**src/rtl/sid_stream_ctrl.sv**
```systemverilog
// SID register-write streamer: parses {address, data} byte pairs, queues them and issues
// one write per clk_en strobe. Define SID_STREAM_STATS_EN to build wr_count/drop_count.
module sid_stream_ctrl #(
    parameter int unsigned NUM_SID     = 1,
    parameter int unsigned FIFO_DEPTH  = 16,
    parameter int unsigned TIMEOUT_CYC = 65535
) (
    input  logic                        clk,
    input  logic                        n_reset,
    input  logic                        clk_en,
    input  logic [7:0]                  s_tdata,
    input  logic                        s_tvalid,
    output logic                        s_tready,
    output logic [4:0]                  sid_addr,
    output logic [7:0]                  sid_data,
    output logic [NUM_SID-1:0]          sid_n_cs,
    output logic [$clog2(FIFO_DEPTH):0] fifo_level,
    output logic [15:0]                 wr_count,
    output logic [7:0]                  drop_count
);

    localparam int unsigned AW = $clog2(FIFO_DEPTH);
    localparam int unsigned LW = AW + 1;
    localparam int unsigned TW = (TIMEOUT_CYC > 1) ? $clog2(TIMEOUT_CYC) : 1;

    typedef enum logic {
        ST_ADDR = 1'b0,
        ST_DATA = 1'b1
    } state_t;

    typedef struct packed {
        logic [1:0] chip;
        logic [4:0] reg_a;
        logic [7:0] data;
    } wr_entry_t;

    state_t          r_state;
    state_t          w_state_nx;
    logic [TW-1:0]   r_tmo;
    logic [TW-1:0]   w_tmo_nx;
    logic [1:0]      r_chip;
    logic [4:0]      r_reg;
    logic [AW-1:0]   r_wr_ptr;
    logic [AW-1:0]   r_rd_ptr;
    logic [LW-1:0]   r_level;
    wr_entry_t       r_mem [FIFO_DEPTH];
    wr_entry_t       w_head;
    logic [NUM_SID-1:0] w_cs_sel;
    logic            w_full;
    logic            w_empty;
    logic            w_accept;
    logic            w_addr_ok;
    logic            w_tmo_hit;
    logic            w_latch;
    logic            w_push;
    logic            w_pop;

    assign w_full    = (r_level == LW'(FIFO_DEPTH));
    assign w_empty   = (r_level == '0);
    assign s_tready  = (r_state == ST_ADDR) || !w_full;
    assign w_accept  = s_tvalid && s_tready;
    assign w_addr_ok = !s_tdata[7] && ({1'b0, s_tdata[6:5]} < 3'(NUM_SID));
    assign w_tmo_hit = (r_tmo == TW'(TIMEOUT_CYC - 1));
    assign w_pop     = clk_en && !w_empty;
    assign w_head    = r_mem[r_rd_ptr];
    assign fifo_level = r_level;

    // Parser next-state: address byte, then data byte, with a timeout while waiting for data
    always_comb begin
        w_state_nx = r_state;
        w_tmo_nx   = r_tmo;
        w_latch    = 1'b0;
        w_push     = 1'b0;
        case (r_state)
            ST_ADDR: begin
                w_tmo_nx = '0;
                if (w_accept && w_addr_ok) begin
                    w_state_nx = ST_DATA;
                    w_latch    = 1'b1;
                end
            end
            ST_DATA: begin
                if (w_accept) begin
                    w_push     = 1'b1;
                    w_state_nx = ST_ADDR;
                    w_tmo_nx   = '0;
                end else if (w_tmo_hit) begin
                    w_state_nx = ST_ADDR;
                    w_tmo_nx   = '0;
                end else begin
                    w_tmo_nx = r_tmo + TW'(1);
                end
            end
        endcase
    end

    always_ff @(posedge clk or negedge n_reset) begin
        if (!n_reset) begin
            r_state <= ST_ADDR;
            r_tmo   <= '0;
            r_chip  <= '0;
            r_reg   <= '0;
        end else begin
            r_state <= w_state_nx;
            r_tmo   <= w_tmo_nx;
            if (w_latch) begin
                r_chip <= s_tdata[6:5];
                r_reg  <= s_tdata[4:0];
            end
        end
    end

    // Queue storage carries no reset; validity is tracked by the pointers and level
    always_ff @(posedge clk) begin
        if (w_push) begin
            r_mem[r_wr_ptr] <= '{chip: r_chip, reg_a: r_reg, data: s_tdata};
        end
    end

    always_ff @(posedge clk or negedge n_reset) begin
        if (!n_reset) begin
            r_wr_ptr <= '0;
            r_rd_ptr <= '0;
            r_level  <= '0;
        end else begin
            if (w_push) r_wr_ptr <= r_wr_ptr + AW'(1);
            if (w_pop)  r_rd_ptr <= r_rd_ptr + AW'(1);
            case ({w_push, w_pop})
                2'b10:   r_level <= r_level + LW'(1);
                2'b01:   r_level <= r_level - LW'(1);
                default: r_level <= r_level;
            endcase
        end
    end

    always_comb begin
        w_cs_sel = '1;
        for (int i = 0; i < NUM_SID; i++) begin
            w_cs_sel[i] = (w_head.chip != 2'(i));
        end
    end

    // Bus outputs move only on strobe edges so each write holds for a full clk_en period
    always_ff @(posedge clk or negedge n_reset) begin
        if (!n_reset) begin
            sid_addr <= '0;
            sid_data <= '0;
            sid_n_cs <= '1;
        end else if (clk_en) begin
            if (!w_empty) begin
                sid_addr <= w_head.reg_a;
                sid_data <= w_head.data;
                sid_n_cs <= w_cs_sel;
            end else begin
                sid_n_cs <= '1;
            end
        end
    end

`ifdef SID_STREAM_STATS_EN
    logic [15:0] r_wr_cnt;
    logic [7:0]  r_drop_cnt;
    logic        w_drop;

    assign w_drop = ((r_state == ST_ADDR) && w_accept && !w_addr_ok) ||
                    ((r_state == ST_DATA) && !w_accept && w_tmo_hit);

    always_ff @(posedge clk or negedge n_reset) begin
        if (!n_reset) begin
            r_wr_cnt   <= '0;
            r_drop_cnt <= '0;
        end else begin
            if (w_pop) r_wr_cnt <= r_wr_cnt + 16'd1;
            if (w_drop && (r_drop_cnt != 8'hFF)) r_drop_cnt <= r_drop_cnt + 8'd1;
        end
    end

    assign wr_count   = r_wr_cnt;
    assign drop_count = r_drop_cnt;
`else
    assign wr_count   = '0;
    assign drop_count = '0;
`endif

endmodule

```
**config.mk**
```make
export PLATFORM = sky130hd
export DESIGN_NAME = sid_stream_ctrl
export DESIGN_NICKNAME = d
export VERILOG_FILES = /design/src/rtl/sid_stream_ctrl.sv
export SDC_FILE = /design/constraint.sdc
export NUM_CORES = 1
export LEC_CHECK = 0
export ABC_AREA = 1
export CAP_MARGIN = 20
export CORE_MARGIN = 2
export CORE_UTILIZATION = 40
export CTS_CLUSTER_SIZE = 10
export DETAILED_ROUTE_END_ITERATION = 10
export HOLD_SLACK_MARGIN = 0.06
export PLACE_DENSITY = 0.6
export SYNTH_ARGS = -nofsm -noshare
export SYNTH_HDL_FRONTEND = slang
export SYNTH_SLANG_ARGS = --single-unit
```
**constraint.sdc**
```tcl
create_clock -name clk -period 2.8 [get_ports clk]
set_input_delay 0.42 -clock clk [delete_from_list [all_inputs] [get_ports clk]]
set_output_delay 0.42 -clock clk [all_outputs]
set_load 0.01 [all_outputs]
```
Word-level counts from Yosys, hierarchy flattened
Memory sizes are Yosys's and may differ from the RTL's.
Cells that the tools add are included.
- memories: 1
- register bits: 51
- output and inout bits: 44
- word-level logic and storage cells: 49
- input port bits: 12
- memory bits (writable): 240
- memories (memory ; words ; width ; rd ports ; clocked after memory_dff ; wr ports ; RTL line ; text):
    r_mem ; 16 ; 15 ; 1 ; 0 ; 1 ; 46 ; wr_entry_t r_mem [FIFO_DEPTH];
- add/subtract/negate cells: 5
- equal/unequal tests: 4
- muxes and demuxes: 14
- bitwise gates (word level): 2
- reductions and logical operators: 12
- order comparisons: 1
- operators by type and width (cell ; number):
    2-to-1 mux 16 bit ; 2
    case mux 16 bit (2 select lines) ; 1
    adder 16 x 1 -> 16 bit, second input constant ; 1
    == test 16 bit, second input constant ; 1
    case mux 5 bit (2 select lines) ; 1
    2-to-1 mux 1 bit ; 9
    adder 4 x 1 -> 4 bit, second input constant ; 2
    adder 5 x 1 -> 5 bit, second input constant ; 1
    == test 5 bit, second input constant ; 1
    logical NOT 5 bit ; 1
    subtractor 5 x 1 -> 5 bit, second input constant ; 1
    logical AND 1 bit ; 4
    nonzero test 2 bit ; 2
    logical NOT 1 bit ; 3
    == test 2 x 1 -> 1 bit, second input constant ; 1
    == test 2 bit, second input constant ; 1
    less-than comparator 2 x 1 -> 1 bit, second input constant ; 1
    inverter 1 bit ; 2
    case mux 1 bit (2 select lines) ; 1
    AND reduction 2 bit ; 1
    logical OR 1 bit ; 1

Logic depth before layout (Yosys ltp)
Gate-level depths: netlist of run 1.
- depth in word-level cells: 8
- mapped depth: 15
- gate-level depth less buffers: 15

Least setup slack after synthesis of run 1
OpenSTA, ideal clock, no wires.
- path type: flip-flop to flip-flop
- start point: register r_level[2], in the netlist fifo_level[2]
- end point: register r_level[4], in the netlist fifo_level[4]
- cell stages (with the launch flop): 16
- setup time: 117 ps
- period minus slack after synthesis: 2374 ps
- required time: 2683 ps
- path buffers: 1
- arrival: 2258 ps
- setup slack: 426 ps
- path through: dfrtp_1 > nor2_2 > nand3b_1 > nand2_2 > clkinv_1 > buf_4 > ha_1 > xor2_1 > ha_1 > inv_1 > nand2_1 > nand3_1 > nand2_1 > xor2_1 > nand2_1 > nand2_1
- elaborated cells between the ends (all ways): 15
- those cells by class: add/sub: 2; eq/ne: 3; mux: 3; reduce/logical: 7
- RTL lines (element ; RTL line ; text):
    start: declaration ; 45 ; logic [LW-1:0] r_level;
    start signal: assignment ; 129 ; 2'b10: r_level <= r_level + LW'(1);
    start signal: assignment ; 130 ; 2'b01: r_level <= r_level - LW'(1);
    start signal: assignment ; 131 ; default: r_level <= r_level;
    logical NOT 5 bit (*) ; 59 ; assign w_empty = (r_level == '0);
    logical NOT 1 bit (*) ; - ;
    logical AND 1 bit (*) ; 64 ; assign w_pop = clk_en && !w_empty;
    net w_pop ; 56 ; logic w_pop;
    == test 2 x 1 -> 1 bit / == test 2 bit (equally long branches) ; 128 ; case ({w_push, w_pop})
    case mux 5 bit (2 select lines) / nonzero test 2 bit (equally long branches) ; - ;
The timed path passes the listed nets; every way through them passes the cells marked *.
A chain may end at the register's enable or synchronous reset.

Worst setup path after layout of run 1
- start point: register r_level[2], in the netlist fifo_level[2]
- end point: register r_level[4], in the netlist fifo_level[4]
- cells in the longest elaborated chain, start to end: 8
- elaborated cells between the ends (all ways): 15
- those cells by class: add/sub: 2; eq/ne: 3; mux: 3; reduce/logical: 7
- RTL lines (element ; RTL line ; text):
    == test 5 bit ; 58 ; assign w_full = (r_level == LW'(FIFO_DEPTH));
    logical NOT 1 bit ; 60 ; assign s_tready = (r_state == ST_ADDR) || !w_full;
    logical OR 1 bit ; 60 ;
    logical AND 1 bit ; 61 ; assign w_accept = s_tvalid && s_tready;
    2-to-1 mux 1 bit ; 83 ; if (w_accept) begin
    2-to-1 mux 1 bit ; 74 ; case (r_state)
    == test 2 x 1 -> 1 bit / == test 2 bit (equally long branches) ; 128 ;
    case mux 5 bit (2 select lines) / nonzero test 2 bit (equally long branches) ; - ;
Parallel ways exist; a longest one is shown, timed or not.

==> results_dict.tcl, run 1 <==
set metrics [dict create \
    top_regs "r_mem x240, r_tmo x16, sid_data x8" \
    fin_crit_sh_pct 78.9 \
    drive_above_1_share_pct 11.0 \
    die_x_um 180 \
    largest_reg_flops 240 \
    num-nets-final 1198 \
    cts_made_buffers 35 \
    status "completed" \
    viasPerCell 5.00 \
    r2r-end "fifo_level[4]$_DFFE_PN0P_" \
    hold_path.class "in -> async" \
    p_per_area_mw_per_mm2 948 \
    postCtsSetupBuffers 0 \
    cp_data_arrival_time_ns 2.64 \
    r2r_cells 15 \
    min_period_ns 2.21 \
    core_area_mm2 0.0305 \
    cts_root_buf "clkbuf_16" \
    max_slew.worst_pin.slew_ns 1.13 \
    area.sequential_mm2 0.00849 \
    setup_violations 0 \
    ys_ff_latch 291 \
    ant_nets 0 \
    ioPinCount 56 \
    clockBufferDepth 3 \
    finalHoldViolCount 0 \
    power.internal_w 0.00885 \
    pwr-share-comb_pct 30.5 \
    drv_slew 0 \
    n_fill_cell 2748 \
    antenna_found_initial 0 \
    power_switching_w 0.00464 \
    r2r_slack_ns 0.59 \
    synth-edff-count 240 \
    cts_tree "built" \
    p_seq_share_pct 39.4 \
    top_register "r_mem" \
    die_h_um 180 \
    worstPathRequired_ns 3.22 \
    drt_iter0_drc 940 \
    clock.fmax_mhz 452 \
    postCtsHoldBufs 1 \
    slew_headroom_pct 24.4 \
    htreeDepth 2 \
    start_kind "flop" \
    clkSinkCount 291 \
    ys_seq_area_share_pct 68.6 \
    fin_skew_ns 0.0212 \
    synth-main-ff-cell "edfxtp_1" \
    die_area_mm2 0.0323 \
    ys_types 34 \
    drv_cap 0 \
    async_reset_ff_share_pct 17.5 \
    syn2layout_area_growth_pct 15.2 \
    clock_latency_ns 0.50 \
    diodes 0 \
    synth.avg_cell_area_um2 11.1 \
    dr.pass1.iters 5 \
    numPortBuffers 31 \
    ys_warn_count 0 \
    cts_resized 0 \
    r2r_start "fifo_level[2]$_DFFE_PN0P_" \
    wl_per_cell_um 18.4 \
    drc 0 \
    multi_input_area_mm2 0.00327 \
    grt_overflow 0 \
    grt_pass1_vias 7818 \
    grt_pass1_wl_um 45600 \
    routed_wl_um 29300 \
    grt_max_degree 91 \
    clk_pin_slew_ns 0.05 \
    dp_hpwl_um 18300 \
    dr_total_vias 7986 \
    peakVddDrop_v 0.000485 \
    syn_area_mm2 0.0124 \
    pwr-share-clk_pct 30.1 \
    start_util_pct 40.5 \
    rsz0062_at_grt "false" \
    leakage_nw 5.49 \
    switching_share_pct 34.4 \
    rows 64 \
    crit_type "reg -> reg" \
    globalplace.congestion 0.837 \
    netlist_instances 1114 \
    worst_setup_path_end_kind "flop" \
    grtUsageTotal_pct 18.4 \
    setup_tns_ns 0 \
    worst-path-max-fanout 5 \
    holdWs_ns 0.392 \
]
layout make-up:
type                            instances  share of cell area [%]
Timing Repair Buffer                   74                    4.78
Tap cell                              396                    3.48
Inverter                               73                    1.92
Clock inverter                          2                  0.0703
Multi-Input combinational cell        700                    23.0
Clock buffer                           61                    7.14
Sequential cell                       291                    59.6
worst max path at each step:
stage / slack [ns] / to / depth (start not counted) / startpoint
after floorplan: 0.43 / fifo_level[4]$_DFFE_PN0P_ / 15 / fifo_level[2]$_DFFE_PN0P_
after global placement: 0.34 / fifo_level[4]$_DFFE_PN0P_ / 14 / s_tvalid
after detailed placement: 0.33 / fifo_level[4]$_DFFE_PN0P_ / 14 / s_tvalid
after CTS: 0.57 / fifo_level[4]$_DFFE_PN0P_ / 15 / fifo_level[2]$_DFFE_PN0P_
after global routing: 0.25 / fifo_level[4]$_DFFE_PN0P_ / 15 / fifo_level[0]$_DFFE_PN0P_
final: 0.59 / fifo_level[4]$_DFFE_PN0P_ / 15 / fifo_level[2]$_DFFE_PN0P_
metrics by stage:
step	worst slack [ns]	cells	utilization (%)	total power, W	cell area [um2]
floorplan	0.426	1137	-	0.00803	12400
global placement	0.342	1533	43.3	0.00951	13200
detailed placement	0.334	1533	43.3	0.00953	13200
CTS	0.566	1597	46.7	0.0136	14200
global route	0.252	1597	46.7	0.0143	14200
finish	0.590	1597	46.7	0.0135	14200
layout by cell type (no fill, tap or decap), types with 4 or more instances in the layout:
cell type        instances
clkdlybuf4s50_1         30
dfrtp_1                 48
nand2_1                225
o211ai_1                20
clkbuf_16               37
inv_1                   69
buf_12                   4
nor2_2                  29
ha_1                    11
or2_2                    9
conb_1                  24
edfxtp_1               240
nand3_1                 85
clkbuf_1                24
o21ai_0                 76
xnor2_1                  4
buf_4                   38
nor2_1                 179
xor2_1                  13
a21oi_1                  6
Yosys cell counts, types with 2 or more instances:
master / instances / share of area, %
dfrtp_1: 50 / 10
nand2_2: 2 / 0.10
xnor2_1: 4 / 0.28
clkbuf_1: 11 / 0.33
nand2_1: 225 / 6.8
nand3_1: 85 / 3.4
nor3_4: 2 / 0.26
nor2_2: 13 / 0.66
inv_1: 70 / 2.1
nand3b_1: 3 / 0.18
ha_1: 11 / 1.1
nor3_1: 2 / 0.081
clkbuf_2: 5 / 0.20
o211ai_1: 20 / 1.2
nand4_1: 3 / 0.15
xor2_1: 13 / 0.92
or2_2: 9 / 0.46
o21bai_1: 2 / 0.12
o21ai_0: 76 / 3.1
buf_2: 21 / 0.85
inv_2: 2 / 0.061
a21oi_1: 6 / 0.24
edfxtp_1: 240 / 58
buf_6: 5 / 0.46
nor2_1: 195 / 5.9
buf_4: 31 / 1.9
power by group through the flow:
stage          registers, W  clock network [W]  logic, W
4_1_cts             0.00532            0.00415   0.00415
5_1_grt             0.00535            0.00435   0.00457
6_report            0.00531            0.00406   0.00411
3_3_place_gp        0.00539                  0   0.00412
3_5_place_dp        0.00540                  0   0.00413
2_1_floorplan       0.00535                  0   0.00268
kinds of logic after synthesis:
logic type	count (synthesis)	share of synthesized area (%)
adder cells (fa/ha/maj)	11	1.11
buffers and inverters	146	5.94
other	1	0.0303
XOR/XNOR	17	1.20
flip-flops	291	68.6
AND/OR/NAND/NOR	541	18.3
AO/OA/AOI/OAI	107	4.81
routing by layer:
| layer | global-route usage (%) | wire length (um) | up-vias |
|---|---|---|---|
| li1 | - | - | 3818 |
| met2 | 31.1 | 14400 | 276 |
| met5 | 0 | 0 | - |
| met3 | 3.53 | 1930 | 41 |
| met1 | 24.0 | 12300 | 3851 |
| met4 | 5.79 | 743 | 0 |
critical path, cell delays in order, from the launching register on:
cell	delay [ns]
dfrtp_1	0.43
nor2_2	0.16
nand4_2	0.10
nand2_1	0.09
inv_1	0.04
nand2_1	0.08
ha_1	0.28
xor2_1	0.23
ha_1	0.18
inv_1	0.04
nand2_1	0.08
nand3_1	0.09
nand2_1	0.09
xor2_1	0.14
nand2_1	0.06
nand2_1	0.05
Note: power is estimated with default switching activity, not from simulation.
==> run 2, diff against run 1 <==
==> constraint.sdc (replaced) <==
create_clock -name clk -period 2.1 [get_ports clk]
set_input_delay 0.315 -clock clk [delete_from_list [all_inputs] [get_ports clk]]
set_output_delay 0.315 -clock clk [all_outputs]
set_load 0.01 [all_outputs]
==> run 2 against run 1 <==
Total power up 36%. Utilization up 1.2 points. Clock power up 33%. Critical path type unchanged. Critical endpoint unchanged. Largest power group unchanged. Highest routed layer unchanged.
==> results_dict.tcl, run 2 (synthesis results as in run 1) <==
set metrics [dict create \
    status "completed" \
    clock_latency_ns 0.51 \
    finalHoldViolCount 0 \
    ioPinCount 56 \
    dr_total_vias 8176 \
    largest_reg_flops 240 \
    numPortBuffers 31 \
    clockBufferDepth 3 \
    p_seq_share_pct 38.3 \
    clk_pin_slew_ns 0.05 \
    drt_iter0_drc 727 \
    grt_pass1_wl_um 45700 \
    ant_nets 0 \
    peakVddDrop_v 0.000635 \
    grt_overflow 0 \
    crit_top_cell "nand2_1" \
    setup_violations 0 \
    crit_type "reg -> reg" \
    min_period_ns 2.05 \
    rows 64 \
    start_util_pct 40.5 \
    die_h_um 180 \
    n_fill_cell 2735 \
    critPathMaxStageDelay_ns 0.40 \
    final_common_cell "edfxtp_1" \
    hold_path.class "in -> async" \
    fin_util_pct 47.9 \
    layout.cells.non_filler 1624 \
    power_switching_w 0.00632 \
    clkSinkCount 291 \
    top_regs "r_mem x240, r_tmo x16, sid_data x8" \
    htreeDepth 2 \
    drive_above_1_share_pct 14.5 \
    fin_skew_ns 0.0162 \
    grt_pass1_vias 8170 \
    dr.pass1.iters 6 \
    globalplace.congestion 0.838 \
    clock.fmax_mhz 487 \
    p_per_area_mw_per_mm2 1250 \
    slew_headroom_pct 45.6 \
    top_register "r_mem" \
    path_cells "nor2_4, nand3b_1, nand2_2, clkinv_4, ha_4, buf_4, ha_4, inv_1, o21bai_1, inv_1, nand2_1, xor2_1, nand2_1, nand2_1" \
    grtUsageTotal_pct 18.2 \
    wl_per_cell_um 18.1 \
    core_area_mm2 0.0305 \
    power.internal_w 0.0120 \
    worst_setup_path_end_kind "flop" \
    antenna_found_initial 0 \
    diodes 0 \
    cts_tree "built" \
    cts_root_buf "clkbuf_16" \
    max_slew.worst_pin.slew_ns 0.816 \
    fin_crit_sh_pct 97.8 \
    pwr-share-comb_pct 32.3 \
    worst-path-max-fanout 4 \
    drv_slew 0 \
    holdWs_ns 0.303 \
    cpMaxStageDelayCell "dfrtp_1" \
    die_x_um 180 \
    drv_cap 0 \
    die_area_mm2 0.0323 \
    routed_wl_um 29400 \
    cp_data_arrival_time_ns 2.49 \
    worstPathRequired_ns 2.54 \
    grt_max_degree 60 \
    start_kind "flop" \
    switching_share_pct 34.5 \
    rsz0062_at_grt "true" \
    viasPerCell 5.03 \
    layout_common_cells "240 x edfxtp_1, 219 x nand2_1, 180 x nor2_1" \
    pwr-share-clk_pct 29.5 \
    total_power_w 0.0183 \
    dp_hpwl_um 19000 \
    drc 0 \
    leakage_nw 5.66 \
    cts_made_buffers 35 \
    num-nets-final 1229 \
    syn2layout_area_growth_pct 18.2 \
    place_inst 1558 \
]
## run 2: changes by cell type in the layout (fill, tap and decap cells not counted), sizes merged
cell	delta
clkdlybuf4s50	-1
buf	+32
clkbuf	-6
clkinv	+1
clkinvlp	+1
## run 2: area by class of cell
type | count | area, um2 | share of cell area (%)
Sequential cell | 291 | 8490 | 58.1
Tap cell | 396 | 495 | 3.39
Multi-Input combinational cell | 700 | 3340 | 22.8
Inverter | 73 | 283 | 1.94
Clock buffer | 55 | 982 | 6.72
Clock inverter | 4 | 33.8 | 0.231
Timing Repair Buffer | 105 | 986 | 6.75
## run 2: timing repair
action | 4_1_cts | 5_1_grt
endpoints found under the setup margin | 1 | 115
buffers inserted | 0 | 6
pin swaps | 1 | 9
resized for setup | 1 | 14
hold buffers | 1 | 0
hold endpoints to repair | 19 | 0
## run 2: power groups by stage
stage               logic (W)  registers (W)  clock network [W]
global route          0.00655        0.00706            0.00574
finish                0.00591        0.00702            0.00540
floorplan             0.00359        0.00713                  0
detailed placement    0.00582        0.00711                  0
global placement      0.00580        0.00710                  0
CTS                   0.00585        0.00700            0.00551
## run 2: per-stage QoR
stage,setup WS (ns),cell area (um2),setup TNS [ns]
final,0.0471,14600,0
after floorplan,-0.0952,12500,-11.10
after global routing,-0.0868,14600,-0.128
after CTS,0.0111,14500,0
after detailed placement,-0.197,13500,-24.61
after global placement,-0.135,13500,-16.90
## run 2: worst max-delay path: cells and delay by family (launching register included)
kind / cells / cell delay (ns)
fa+ha+maj: 2 / 0.43
flops: 1 / 0.40
buf+inv: 4 / 0.30
simple gates: 6 / 0.56
xor+xnor: 1 / 0.14
compound gates: 1 / 0.14
## run 2: final timing paths
kind	to	slack, ns	from	depth (start not counted)
hold / removal	r_tmo[2]$_DFF_PN0_	0.30	n_reset	2
setup reg to reg	fifo_level[4]$_DFFE_PN0P_	0.05	fifo_level[1]$_DFFE_PN0P_	14
max in group asynchronous	sid_n_cs$_DFFE_PN1P_	1.19	n_reset	3
min in group clk	r_mem[8][12]$_DFFE_PP_	0.45	r_reg[4]$_DFFE_PN0P_	0
setup / recovery	fifo_level[4]$_DFFE_PN0P_	0.05	fifo_level[1]$_DFFE_PN0P_	14
hold reg to reg	r_mem[8][12]$_DFFE_PP_	0.45	r_reg[4]$_DFFE_PN0P_	0
## run 2: metal layers
metal | track usage, % | part of all wire, %
met1 | 22.9 | 41
met2 | 31.6 | 50
met3 | 2.61 | 5.1
met4 | 7.67 | 3.9
met5 | 0 | 0
